`src/rtl/lsm_sequencer.sv`:
```
// lsm_sequencer: load/store-multiple register-list sequencer.
// Latches an IR register list on LOAD, walks it lowest-first with SCAN/CONSUME,
// and reports the transfer count plus start and writeback byte offsets.
// Optional build macro: LSM_WB_CALC_EN enables the writeback offset (WB_OFS);
// without it WB_OFS is tied to zero and no writeback arithmetic exists.
module lsm_sequencer (
    input  logic        CLK,
    input  logic        RESET,
    input  logic        LSM_EN,
    input  logic [2:0]  LSM_IN,
    input  logic [31:0] IR,
    output logic        LSM_DETECT,
    output logic        LSM_END,
    output logic [3:0]  REG_NUM,
    output logic [4:0]  REG_CNT,
    output logic [7:0]  START_OFS,
    output logic [7:0]  WB_OFS
);

    localparam int unsigned LIST_W = 16;
    localparam int unsigned CNT_W  = 5;
    localparam int unsigned OFS_W  = 8;

    localparam logic [2:0] CMD_LOAD    = 3'b001;
    localparam logic [2:0] CMD_SCAN    = 3'b010;
    localparam logic [2:0] CMD_CONSUME = 3'b011;

    typedef enum logic [1:0] {
        IDLE   = 2'b00,
        ACTIVE = 2'b01,
        DONE   = 2'b10
    } state_t;

    state_t              state;
    logic [LIST_W-1:0]   pm;
    logic [CNT_W-1:0]    ir_cnt;
    logic [3:0]          low_idx;
    logic [LIST_W-1:0]   pm_cleared;
    logic [OFS_W-1:0]    four_n;
    logic [OFS_W-1:0]    start_ofs_c;
    logic                ir_p;
    logic                ir_u;
    logic                unused_ir;

    assign ir_p      = IR[24];
    assign ir_u      = IR[23];
    assign unused_ir = ^{IR[31:25], IR[22:16]};

    // Popcount of the incoming register list.
    always_comb begin
        ir_cnt = '0;
        for (int i = 0; i < LIST_W; i++) begin
            ir_cnt = ir_cnt + CNT_W'(IR[i]);
        end
    end

    // Index of the lowest pending register (priority from bit 0).
    always_comb begin
        low_idx = '0;
        for (int i = LIST_W - 1; i >= 0; i--) begin
            if (pm[i]) begin
                low_idx = 4'(i);
            end
        end
    end

    // Pending mask with the currently selected register retired.
    assign pm_cleared = pm & ~(LIST_W'(1) << REG_NUM);

    // 4*n as an 8-bit quantity; n <= 16 so the result never exceeds 64.
    assign four_n = {1'b0, ir_cnt, 2'b00};

    // Start offset for the four addressing modes; an empty list starts at base.
    always_comb begin
        start_ofs_c = '0;
        if (ir_cnt != '0) begin
            unique case ({ir_p, ir_u})
                2'b01:   start_ofs_c = 8'h00;
                2'b11:   start_ofs_c = 8'h04;
                2'b00:   start_ofs_c = 8'h04 - four_n;
                default: start_ofs_c = 8'h00 - four_n;
            endcase
        end
    end

    // Sequencer state, pending mask and all registered outputs.
    always_ff @(posedge CLK or negedge RESET) begin
        if (!RESET) begin
            state      <= IDLE;
            pm         <= '0;
            LSM_DETECT <= 1'b0;
            LSM_END    <= 1'b0;
            REG_NUM    <= '0;
            REG_CNT    <= '0;
            START_OFS  <= '0;
`ifdef LSM_WB_CALC_EN
            WB_OFS     <= '0;
`endif
        end else if (LSM_EN) begin
            case (LSM_IN)
                CMD_LOAD: begin
                    state      <= ACTIVE;
                    pm         <= IR[LIST_W-1:0];
                    LSM_DETECT <= 1'b0;
                    LSM_END    <= 1'b0;
                    REG_NUM    <= '0;
                    REG_CNT    <= ir_cnt;
                    START_OFS  <= start_ofs_c;
`ifdef LSM_WB_CALC_EN
                    WB_OFS     <= ir_u ? four_n : (8'h00 - four_n);
`endif
                end
                CMD_SCAN: begin
                    if (state == ACTIVE) begin
                        if (pm != '0) begin
                            REG_NUM    <= low_idx;
                            LSM_DETECT <= 1'b1;
                            LSM_END    <= 1'b0;
                        end else begin
                            LSM_DETECT <= 1'b0;
                            LSM_END    <= 1'b1;
                            state      <= DONE;
                        end
                    end
                end
                CMD_CONSUME: begin
                    if (state == ACTIVE && LSM_DETECT) begin
                        pm         <= pm_cleared;
                        LSM_DETECT <= 1'b0;
                        if (pm_cleared == '0) begin
                            LSM_END <= 1'b1;
                            state   <= DONE;
                        end
                    end
                end
                default: ;
            endcase
        end
    end

`ifndef LSM_WB_CALC_EN
    // Writeback offset disabled in this build.
    assign WB_OFS = '0;
`endif

endmodule

```
`config.mk`:
```
export PLATFORM = sky130hd
export DESIGN_NAME = lsm_sequencer
export DESIGN_NICKNAME = d
export VERILOG_FILES = /design/src/rtl/lsm_sequencer.sv
export SDC_FILE = /design/constraint.sdc
export NUM_CORES = 1
export LEC_CHECK = 0
export CAP_MARGIN = 10
export CORE_ASPECT_RATIO = 0.7
export CORE_MARGIN = 1.5
export CORE_UTILIZATION = 45
export CTS_CLUSTER_DIAMETER = 120
export DETAILED_ROUTE_END_ITERATION = 16
export HOLD_SLACK_MARGIN = 0.03
export PLACE_DENSITY_LB_ADDON = 0.08
export SYNTH_ARGS = -nofsm -noshare
export SYNTH_HDL_FRONTEND = slang
export SYNTH_SLANG_ARGS = --single-unit
```
`constraint.sdc`:
```
create_clock -name CLK -period 4.15 [get_ports CLK]
set_input_delay 0.83 -clock CLK [delete_from_list [all_inputs] [get_ports CLK]]
set_output_delay 0.83 -clock CLK [all_outputs]
set_load 0.01 [all_outputs]
```
==> flow_metrics.py <==
metrics = {
    "yosys": {
        "synth-seq-cells": 35,
        "yosys.area.top_type": "dfrtp_1",
        "synth.top_cell.area_share": 0.339,
        "synth_xor_area_frac": 0.0135,
        "muxShareOfSynthArea": 0.0126,
        "async_reset_ff_frac": 1.00,
        "synth_ff_type": "dfrtp_1",
        "synth_edf_count": 0,
        "netlist_top_cells_area": "dfrtp_1 34%, o21ai_0 8.3%, fa_1 7.7%, nand2_1 5.4%, inv_1 4.2%",
        "synth.distinct_cells": 55,
        "yosysWarnings": 0,
        "yosysSeqAreaShare": 0.339,
        "syn_area_per_cell_um2": 8.62,
        "synth_area_mm2": 0.00259,
        "synth-compound-area-share": 0.236,
        "synthAdderAreaFrac": 0.116,
        "synth_simple_gate_area_frac": 0.190,
        "synth_top_family_by_area": "compound AO/OA/AOI/OAI gates",
        "synthCells": 300,
    },
    "clock_tree": {
        "clockBufferDepth": 2,
        "numCtsBuffers": 5,
        "cts-root-buf": "clkbuf_8",
        "clk_pin_slew_ps": 80,
        "clk_latency_ps": 300,
        "numClockSinks": 35,
        "cts_tree": "done",
        "cts_htree_levels": 2,
    },
    "grt": {
        "grt_max_degree": 36,
        "grt_pass1_vias": 2108,
        "grt_pass1_wl_um": 10800,
        "grt_overflow": 0,
        "grt_use_total": 0.229,
        "antenna_found_initial": 0,
    },
    "timing": {
        "finalCritPeriodShare": 1.09,
        "rsz0062_at_grt": "true",
        "setup_viol": 8,
        "max_freq_mhz": 221,
        "skew_ps": 8.59,
        "tightest_slew_ps": 914,
        "fin_crit_ps": 4520,
        "report.final.hold_viol_count": 0,
        "slew_violations": 0,
        "relSlewSlack": 0.391,
        "layout_setup_ws_ps": -372,
    },
    "critical_path": {
        "crit_arrival_ps": 4750,
        "path_max_fanout": 5,
        "crit_start": "IR[15]",
        "worstPathRequired_ps": 4370,
        "r2r-end": "state[0]$_DFFE_PN0P_",
        "end_kind": "flop",
        "path_class": "primary input to flop",
        "worst-r2r-setup-slack_ps": 2040,
        "reg2reg_depth": 6,
        "cp-start-kind": "primary input",
        "r2r_start": "REG_NUM[2]$_DFFE_PN0P_",
    },
    "route": {
        "ant_nets": 0,
        "routed_wl_um": 6620,
        "drtPass1Iterations": 4,
        "viasPerCell": 5.22,
        "wire_per_inst_um": 15.0,
        "vias": 2308,
        "drt_iter0_drc": 263,
        "drc": 0,
    },
    "finish": {
        "area_growth_pct": 33.1,
        "fin_cells": 442,
        "antenna_cells": 0,
        "seqCellArea_um2": 876,
        "finalInstanceArea_mm2": 0.00344,
        "multi_input_area_mm2": 0.00161,
        "drive_above_1_share": 0.241,
        "fill_cells": 472,
        "fin_nets": 425,
    },
    "hold_path": {
        "min_to": "START_OFS[7]$_DFFE_PN0P_",
        "hold_path_depth": 2,
        "hold_path.startpoint": "START_OFS[7]$_DFFE_PN0P_",
        "min_path_type": "flop to flop",
    },
    "floorplan": {
        "die_area_mm2": 0.00622,
        "initial_core_util": 0.479,
        "die_h_um": 66.4,
        "core_mm2": 0.00540,
        "rows": 22,
        "pin_count": 65,
        "die_w_um": 93.6,
    },
    "placed_design": {
        "dp.cells": 423,
        "hpwlAfterDp_um": 4840,
        "io_buffers": 40,
        "routabilityCongestion": 0.886,
        "place_area_mm2": 0.00322,
    },
    "outcome": {
        "status": "finished, violations left",
        "violations": "negative setup slack",
    },
    "power": {
        "p_leak_nw": 1.53,
        "power.density_mw_per_mm2": 670,
        "vdd_drop_max_mv": 0.489,
        "power_mw": 2.31,
    },
    "job": {
        "drv_cap": 0,
    },
}
[worst max path at each step]
stage | to | slack, ps | cells past startpoint
2_1_floorplan | START_OFS[3]$_DFFE_PN0P_ | -390 | 15
3_3_place_gp | START_OFS[2]$_DFFE_PN0P_ | -1000 | 14
3_5_place_dp | START_OFS[3]$_DFFE_PN0P_ | -1090 | 16
4_1_cts | START_OFS[6]$_DFFE_PN0P_ | -290 | 16
5_1_grt | START_OFS[6]$_DFFE_PN0P_ | -510 | 16
6_report | START_OFS[6]$_DFFE_PN0P_ | -370 | 16
[critical path, stage by stage]
cell     delay [ps]
buf_8           100
fa_1            540
inv_1            60
fa_1            460
fa_1            490
fa_1            500
inv_1            50
ha_2            200
fa_2            600
inv_2            70
ha_4            150
and3_4          150
ha_4            170
nor2_4          130
nand2_4          90
o21ai_2         170
[cell usage in the layout, fill, tap and decap left out, types with 2 or more instances in the layout]
cell	synthesis	layout
a211oi_1	3	3
ha_1	8	4
nand3b_1	4	4
o21a_1	6	6
or4_1	2	2
nand2b_1	7	7
nor2_1	19	18
nand2_1	37	35
conb_1	1	10
o21bai_1	2	2
nand3_1	4	4
buf_4	10	36
mux2_2	2	2
ha_4	0	2
or3_1	2	2
o31ai_1	2	2
nor2_4	1	2
inv_1	29	22
o21ai_0	43	37
fa_1	10	9
a21oi_2	1	2
o21ai_1	2	4
nor3_1	6	6
o21ai_2	0	4
or4_4	2	2
dfrtp_1	35	35
buf_2	4	7
o32a_1	3	3
clkdlybuf4s50_1	0	31
a21oi_1	9	8
o41ai_1	2	2
xnor2_2	0	2
o31a_1	2	2
nor4_1	4	4
ha_2	0	2
clkbuf_8	0	5
a22o_1	5	5
inv_2	0	7
[routing by layer]
layer  up-vias  part of all wire  track usage
met4         0            0.0056       0.0448
met5         -                 0            0
met1      1071              0.51        0.351
met3         7             0.070       0.0586
met2        69              0.42        0.322
li1       1161                 -            -
[synthesized netlist by cell type, drive strengths merged, types with 2 or more instances]
master and instances:
a211oi 3, a21oi 10, a22o 5, a31oi 2, buf 15, clkbuf 8
dfrtp 35, fa 10, ha 8, inv 29, mux2 2, nand2 37
nand2b 7, nand3 4, nand3b 4, nor2 21, nor3 6, nor4 5
o21a 6, o21ai 45, o21bai 2, o31a 2, o31ai 2, o32a 3
o41ai 2, or3 2, or4 4, xnor2 3
[cell families after synthesis]
family | count (synthesis)
buffers and inverters | 52
flip-flops | 35
XOR/XNOR | 4
AND/OR/NAND/NOR | 96
adder cells (fa/ha/maj) | 18
AO/OA/AOI/OAI | 91
multiplexers | 3
other | 1
[per-stage QoR]
| step | worst slack (ps) | hold slack (ps) | TNS (ps) | util |
|---|---|---|---|---|
| final | -372 | 485 | -1950 | 0.638 |
| after global routing | -506 | 514 | -2750 | 0.638 |
| after CTS | -293 | 491 | -1590 | 0.629 |
| after detailed placement | -1090 | 471 | -9090 | 0.597 |
| after global placement | -1000 | 463 | -8210 | 0.597 |
| after floorplan | -389 | 449 | -2260 | - |
[flip-flops by register name (all words and copies together), names as in the netlist]
| register | flops |
|---|---|
| LSM_DETECT | 1 |
| LSM_END | 1 |
| REG_CNT | 5 |
| REG_NUM | 4 |
| START_OFS | 6 |
| pm | 16 |
| state | 2 |
[power by group]
group	leakage (nW)	switching [mW]	internal (mW)
combinational	1.03	0.639	0.803
clock	0.0581	0.139	0.179
sequential	0.445	0.110	0.436
total	1.53	0.888	1.42
[repair_timing]
action / in CTS / in global routing
gates resized for setup: 43 / 10
setup endpoints to repair: 10 / 8
hold buffers: 0 / 0
setup buffers: 10 / 1
pin swaps: 15 / 10
[layout make-up]
| cell class | instances | area share |
|---|---|---|
| clock buffer | 5 | 0.0200 |
| clock inverter | 3 | 0.0127 |
| inverter | 29 | 0.0316 |
| multi-input combinational | 222 | 0.469 |
| sequential | 35 | 0.254 |
| tap | 72 | 0.0262 |
| timing repair buffer | 76 | 0.186 |
Power figures use the tool's default switching activity.
==> patch 1: new RTL, config.mk and constraints unchanged <==
`LIST_W`: 16 -> 32.
--- a/src/rtl/lsm_sequencer.sv
+++ b/src/rtl/lsm_sequencer.sv
@@ -19,3 +19,3 @@
 
-    localparam int unsigned LIST_W = 16;
+    localparam int unsigned LIST_W = 32;
     localparam int unsigned CNT_W  = 5;
Behaviour: not the same (Yosys sat finds a counterexample within 4 cycles, from zero or initial values and one cycle with RESET low).
==> patch 1 against the original RTL <==
- the flow still finishes with violations (setup timing)
- global-route usage rose by 4.2 points
- area after synthesis rose by 42%
- clock skew fell by 4.8 ps
- sequential power rose by 47%
- total power rose by 120%
- final area rose by 48%
- worst setup slack got worse by 1200 ps
- utilization rose by 1.1 points
- routed wire length rose by 67%
- sequential cell count rose by 16
- critical path depth rose by 4
- critical path type unchanged
- largest cell class unchanged
==> patch 1: results (changes against the original RTL) <==
.. list-table::
   :header-rows: 1

   * - Metric
     - Value
   * - Post-detail-place hpwl
     - 7810 um (was 4840 um)
   * - Post-synthesis cell type count
     - 52 (was 55)
   * - Wire length of the first global-routing pass
     - 18,000 um (was 10,800 um)
   * - Last element of the critical path
     - START_OFS[3]$_DFFE_PN0P_ (was START_OFS[6]$_DFFE_PN0P_)
   * - Placed inst area
     - 0.00453 mm2 (was 0.00322 mm2)
   * - Leakage power
     - 2.33 nW (was 1.53 nW)
   * - Max stage delay cell, worst path
     - sky130_fd_sc_hd__fa_1 (was sky130_fd_sc_hd__fa_2)
   * - Number of setup violations in the final report
     - 12 (was 8)
   * - Total negative slack for setup checks
     - -13,410 ps (was -1950 ps)
   * - Initial DRC count
     - 226 (was 263)
   * - Number of instances in the synthesized netlist
     - 413 (was 300)
   * - Crit path arrival time
     - 5920 ps (was 4750 ps)
   * - Count of input and output buffers
     - 54 (was 40)
   * - Core utilization of the finished layout
     - 64.9% (was 63.8%)
   * - Status
     - finished with violations (unchanged)
   * - Largest stage delay, worst path
     - 550 ps (was 600 ps)
   * - Largest clock skew in the final design
     - 3.81 ps (was 8.59 ps)
   * - Maximum net fanout on the critical path
     - 4 (was 5)
   * - Library cell used as clock root buffer
     - sky130_fd_sc_hd__clkbuf_16 (was sky130_fd_sc_hd__clkbuf_8)
   * - Ranking of synthesized cells by area
     - sky130_fd_sc_hd__dfrtp_1 35%, sky130_fd_sc_hd__fa_1 13%, sky130_fd_sc_hd__nand2_1 8.7% (was sky130_fd_sc_hd__dfrtp_1 34%, sky130_fd_sc_hd__o21ai_0 8.3%, sky130_fd_sc_hd__fa_1 7.7%)
   * - Worst supply voltage drop on vdd
     - 1770 uV (was 489 uV)
   * - Worst-case hold slack
     - 478 ps (was 485 ps)
   * - Top Registers
     - pm (32), START_OFS (6), REG_CNT (5) (was pm (16), START_OFS (6), REG_CNT (5))
   * - Pin count of the biggest net entering global routing
     - 33 (was 36)
   * - Final #Nets
     - 602 (was 425)
   * - 1st-pass router iterations
     - 5 (was 4)
   * - Setup slack after layout
     - -1550 ps (was -372 ps)
   * - Violated checks
     - setup timing (unchanged)
   * - Seq/Total Area, Yosys
     - 34.8% (was 33.9%)
   * - Proportion of layout cells with a drive suffix above 1
     - 25.8% (was 24.1%)
   * - Worst min-delay path category
     - in2async (was reg2reg)
   * - Reg2Reg Setup Slack
     - 1620 ps (was 2040 ps)
   * - Mean routed wirelength per cell
     - 17.5 um (was 15.0 um)
patch 1: cell count changes in the layout (fill, tap and decap cells not counted), moves of 7 or more:
cell                              before  now
sky130_fd_sc_hd__buf_6                 1   20
sky130_fd_sc_hd__fa_1                  9   23
sky130_fd_sc_hd__o21ai_0              37   26
sky130_fd_sc_hd__dfrtp_1              35   51
sky130_fd_sc_hd__clkdlybuf4s50_1      31   38
sky130_fd_sc_hd__nand2_1              35   85
sky130_fd_sc_hd__buf_4                36   54
patch 1: cell type report:
cell class                      count  share of cell area, %
Tap cell                          101                   2.47
Clock buffer                        5                   2.45
Clock inverter                      2                  0.734
Multi-Input combinational cell    308                   44.9
Inverter                           39                   2.91
Sequential cell                    51                   25.0
Timing Repair Buffer              125                   21.5
patch 1: cell families after synthesis:
family | Yosys count | synth area share [%]
compound gates | 96 | 17.5
xor+xnor | 7 | 1.67
fa+ha+maj | 34 | 16.5
buf+inv | 63 | 7.47
flops | 51 | 34.8
mux | 2 | 0.546
other cells | 1 | 0.102
simple gates | 159 | 21.5
patch 1: per-layer routing:
metal	up-vias	track usage [%]	part of all wire (%)
li1	1626	-	-
met1	1660	40.8	47
met2	180	38.8	41
met3	18	6.18	9.8
met4	0	7.44	1.6
met5	-	0	0
patch 1: repair_timing:
item,4_1_cts,5_1_grt
cloned,0,0
resized for setup,64,28
pin swaps,22,22
setup endpoints to repair,11,12
setup buffers,47,3
patch 1: report_power, final:
part | switching [mW] | leakage, nW | internal [mW]
clock network | 0.189 | 0.0759 | 0.281
logic | 1.78 | 1.61 | 1.94
registers | 0.179 | 0.644 | 0.626
==> patch 2: new RTL, config.mk and constraints unchanged <==
Without the edit above. Add an input register stage for `LSM_EN`, `LSM_IN` and `IR`, cleared by the reset; this delays them by one clock.
--- a/src/rtl/lsm_sequencer.sv
+++ b/src/rtl/lsm_sequencer.sv
@@ -33,2 +33,18 @@
 
+    logic LSM_EN_q;
+    logic [2:0] LSM_IN_q;
+    logic [31:0] IR_q;
+
+    always_ff @(posedge CLK or negedge RESET) begin
+        if (!RESET) begin
+            LSM_EN_q <= '0;
+            LSM_IN_q <= '0;
+            IR_q     <= '0;
+        end else begin
+            LSM_EN_q <= LSM_EN;
+            LSM_IN_q <= LSM_IN;
+            IR_q     <= IR;
+        end
+    end
+
     state_t              state;
@@ -44,5 +60,5 @@
 
-    assign ir_p      = IR[24];
-    assign ir_u      = IR[23];
-    assign unused_ir = ^{IR[31:25], IR[22:16]};
+    assign ir_p      = IR_q[24];
+    assign ir_u      = IR_q[23];
+    assign unused_ir = ^{IR_q[31:25], IR_q[22:16]};
 
@@ -52,3 +68,3 @@
         for (int i = 0; i < LIST_W; i++) begin
-            ir_cnt = ir_cnt + CNT_W'(IR[i]);
+            ir_cnt = ir_cnt + CNT_W'(IR_q[i]);
         end
@@ -98,7 +114,7 @@
 `endif
-        end else if (LSM_EN) begin
-            case (LSM_IN)
+        end else if (LSM_EN_q) begin
+            case (LSM_IN_q)
                 CMD_LOAD: begin
                     state      <= ACTIVE;
-                    pm         <= IR[LIST_W-1:0];
+                    pm         <= IR_q[LIST_W-1:0];
                     LSM_DETECT <= 1'b0;
Function: changed (a bounded check fails within 4 cycles, from zero or initial values and one cycle with RESET low).
==> patch 2 against the original RTL <==
- the run still ends with setup timing left
- sequential share of layout area rose by 9.6 points
- clock power grew 70%
- worst setup slack improved by 340 ps
- area after synthesis grew 25%
- final area grew 18%
- routed wire length grew 14%
- total power increased by 16%
- sequential cell count rose by 22
- critical path type is now reg2reg
- critical endpoint is now START_OFS[3]$_DFFE_PN0P_
- largest cell class unchanged
- highest routed layer unchanged
==> patch 2: results (changes against the original RTL) <==
.. list-table::
   :header-rows: 1

   * - Metric
     - Value
   * - Number of setup buffers added after CTS
     - 4 (was 10)
   * - Post-route cell area
     - 0.00407 mm2 (was 0.00344 mm2)
   * - Post-synthesis mux area share
     - 1.78% (was 1.26%)
   * - Number of multi-input combinational cells
     - 229 (was 222)
   * - Ranking of synthesized cells by area
     - sky130_fd_sc_hd__dfrtp_1 44%, sky130_fd_sc_hd__fa_1 6.2%, sky130_fd_sc_hd__o21ai_0 5.6% (was sky130_fd_sc_hd__dfrtp_1 34%, sky130_fd_sc_hd__o21ai_0 8.3%, sky130_fd_sc_hd__fa_1 7.7%)
   * - Status
     - finished with violations (unchanged)
   * - Leakage power
     - 1.80 nW (was 1.53 nW)
   * - Largest clock skew in the final design
     - 8.58 ps (was 8.59 ps)
   * - Number of non-clock buffers
     - 59 (was 76)
   * - 1st-pass router iterations
     - 5 (was 4)
   * - Filler Cell Count
     - 596 (was 472)
   * - Setup slack after layout
     - -32.4 ps (was -372 ps)
   * - Count of inverters other than clock inverters in the layout
     - 32 (was 29)
   * - Worst supply voltage drop on vdd
     - 397 uV (was 489 uV)
   * - Place WS
     - -156 ps (was -1090 ps)
   * - Pin count of the biggest net entering global routing
     - 37 (was 36)
   * - Number of clock buffers in the layout
     - 10 (was 5)
   * - Clock network latency to the later pin of the worst-skew pair
     - 340 ps (was 300 ps)
   * - Violated checks
     - setup timing (unchanged)
   * - Total clock buffers created by CTS
     - 9 (was 5)
   * - Synthesized-area fraction occupied by xor and xnor cells
     - 1.08% (was 1.35%)
   * - Arithmetic-cell share of the synthesized area counting full adders, half adders and majority gates
     - 9.28% (was 11.6%)
   * - Summed instance area of the synthesized netlist
     - 0.00324 mm2 (was 0.00259 mm2)
   * - Total negative slack for setup checks
     - -71.3 ps (was -1950 ps)
   * - Crit path arrival time
     - 4420 ps (was 4750 ps)
   * - Total Routing Usage GR
     - 21.5% (was 22.9%)
   * - Number of resized instances in the post-cts repair step
     - 15 (was 43)
   * - Placed inst area
     - 0.00370 mm2 (was 0.00322 mm2)
   * - Avg Vias per Cell
     - 5.30 (was 5.22)
   * - Final #Nets
     - 444 (was 425)
   * - Number of setup violations in the final report
     - 5 (was 8)
   * - Transition time of the tightest slew-check pin
     - 882 ps (was 914 ps)
   * - Wire length of the first global-routing pass
     - 12,700 um (was 10,800 um)
   * - Switching power
     - 1.03 mW (was 0.888 mW)
   * - Synthesized flop and latch total
     - 57 (was 35)
[patch 2: cell types whose count changed in the layout (fill, tap and decap cells not counted), moves of 5 or more]
cell | unedited run | this run
sky130_fd_sc_hd__o21a_1 | 6 | 1
sky130_fd_sc_hd__dfrtp_1 | 35 | 57
sky130_fd_sc_hd__buf_2 | 7 | 1
sky130_fd_sc_hd__buf_4 | 36 | 18
sky130_fd_sc_hd__clkbuf_8 | 5 | 10
sky130_fd_sc_hd__o21ai_0 | 37 | 32
sky130_fd_sc_hd__inv_1 | 22 | 29
sky130_fd_sc_hd__nor4_1 | 4 | 10
sky130_fd_sc_hd__a21oi_1 | 8 | 14
sky130_fd_sc_hd__clkdlybuf4s50_1 | 31 | 39
[patch 2: worst paths after layout]
path / endpoint / slack, ps / cells after the start
max reg2reg: START_OFS[3]$_DFFE_PN0P_ / -30 / 14
min reg2reg: START_OFS[4]$_DFFE_PN0P_ / 480 / 2
min in group asynchronous: IR_q[10]$_DFF_PN0_ / 570 / 1
min: START_OFS[4]$_DFFE_PN0P_ / 480 / 2
max in group asynchronous: IR_q[1]$_DFF_PN0_ / 2780 / 2
max: START_OFS[3]$_DFFE_PN0P_ / -30 / 14
[patch 2: through the flow]
stage | total power, mW | hold slack (ps)
floorplan | 1.44 | 473
global placement | 1.84 | 462
detailed placement | 1.85 | 467
CTS | 2.50 | 485
global route | 2.86 | 494
finish | 2.68 | 479
[patch 2: layer usage]
| metal | GRT usage (%) | wire, um | vias to the layer above |
|---|---|---|---|
| li1 | - | - | 1248 |
| met4 | 6.33 | 84 | 0 |
| met2 | 30.0 | 2950 | 87 |
| met3 | 5.70 | 566 | 9 |
| met5 | 0 | 0 | - |
| met1 | 32.7 | 3980 | 1235 |
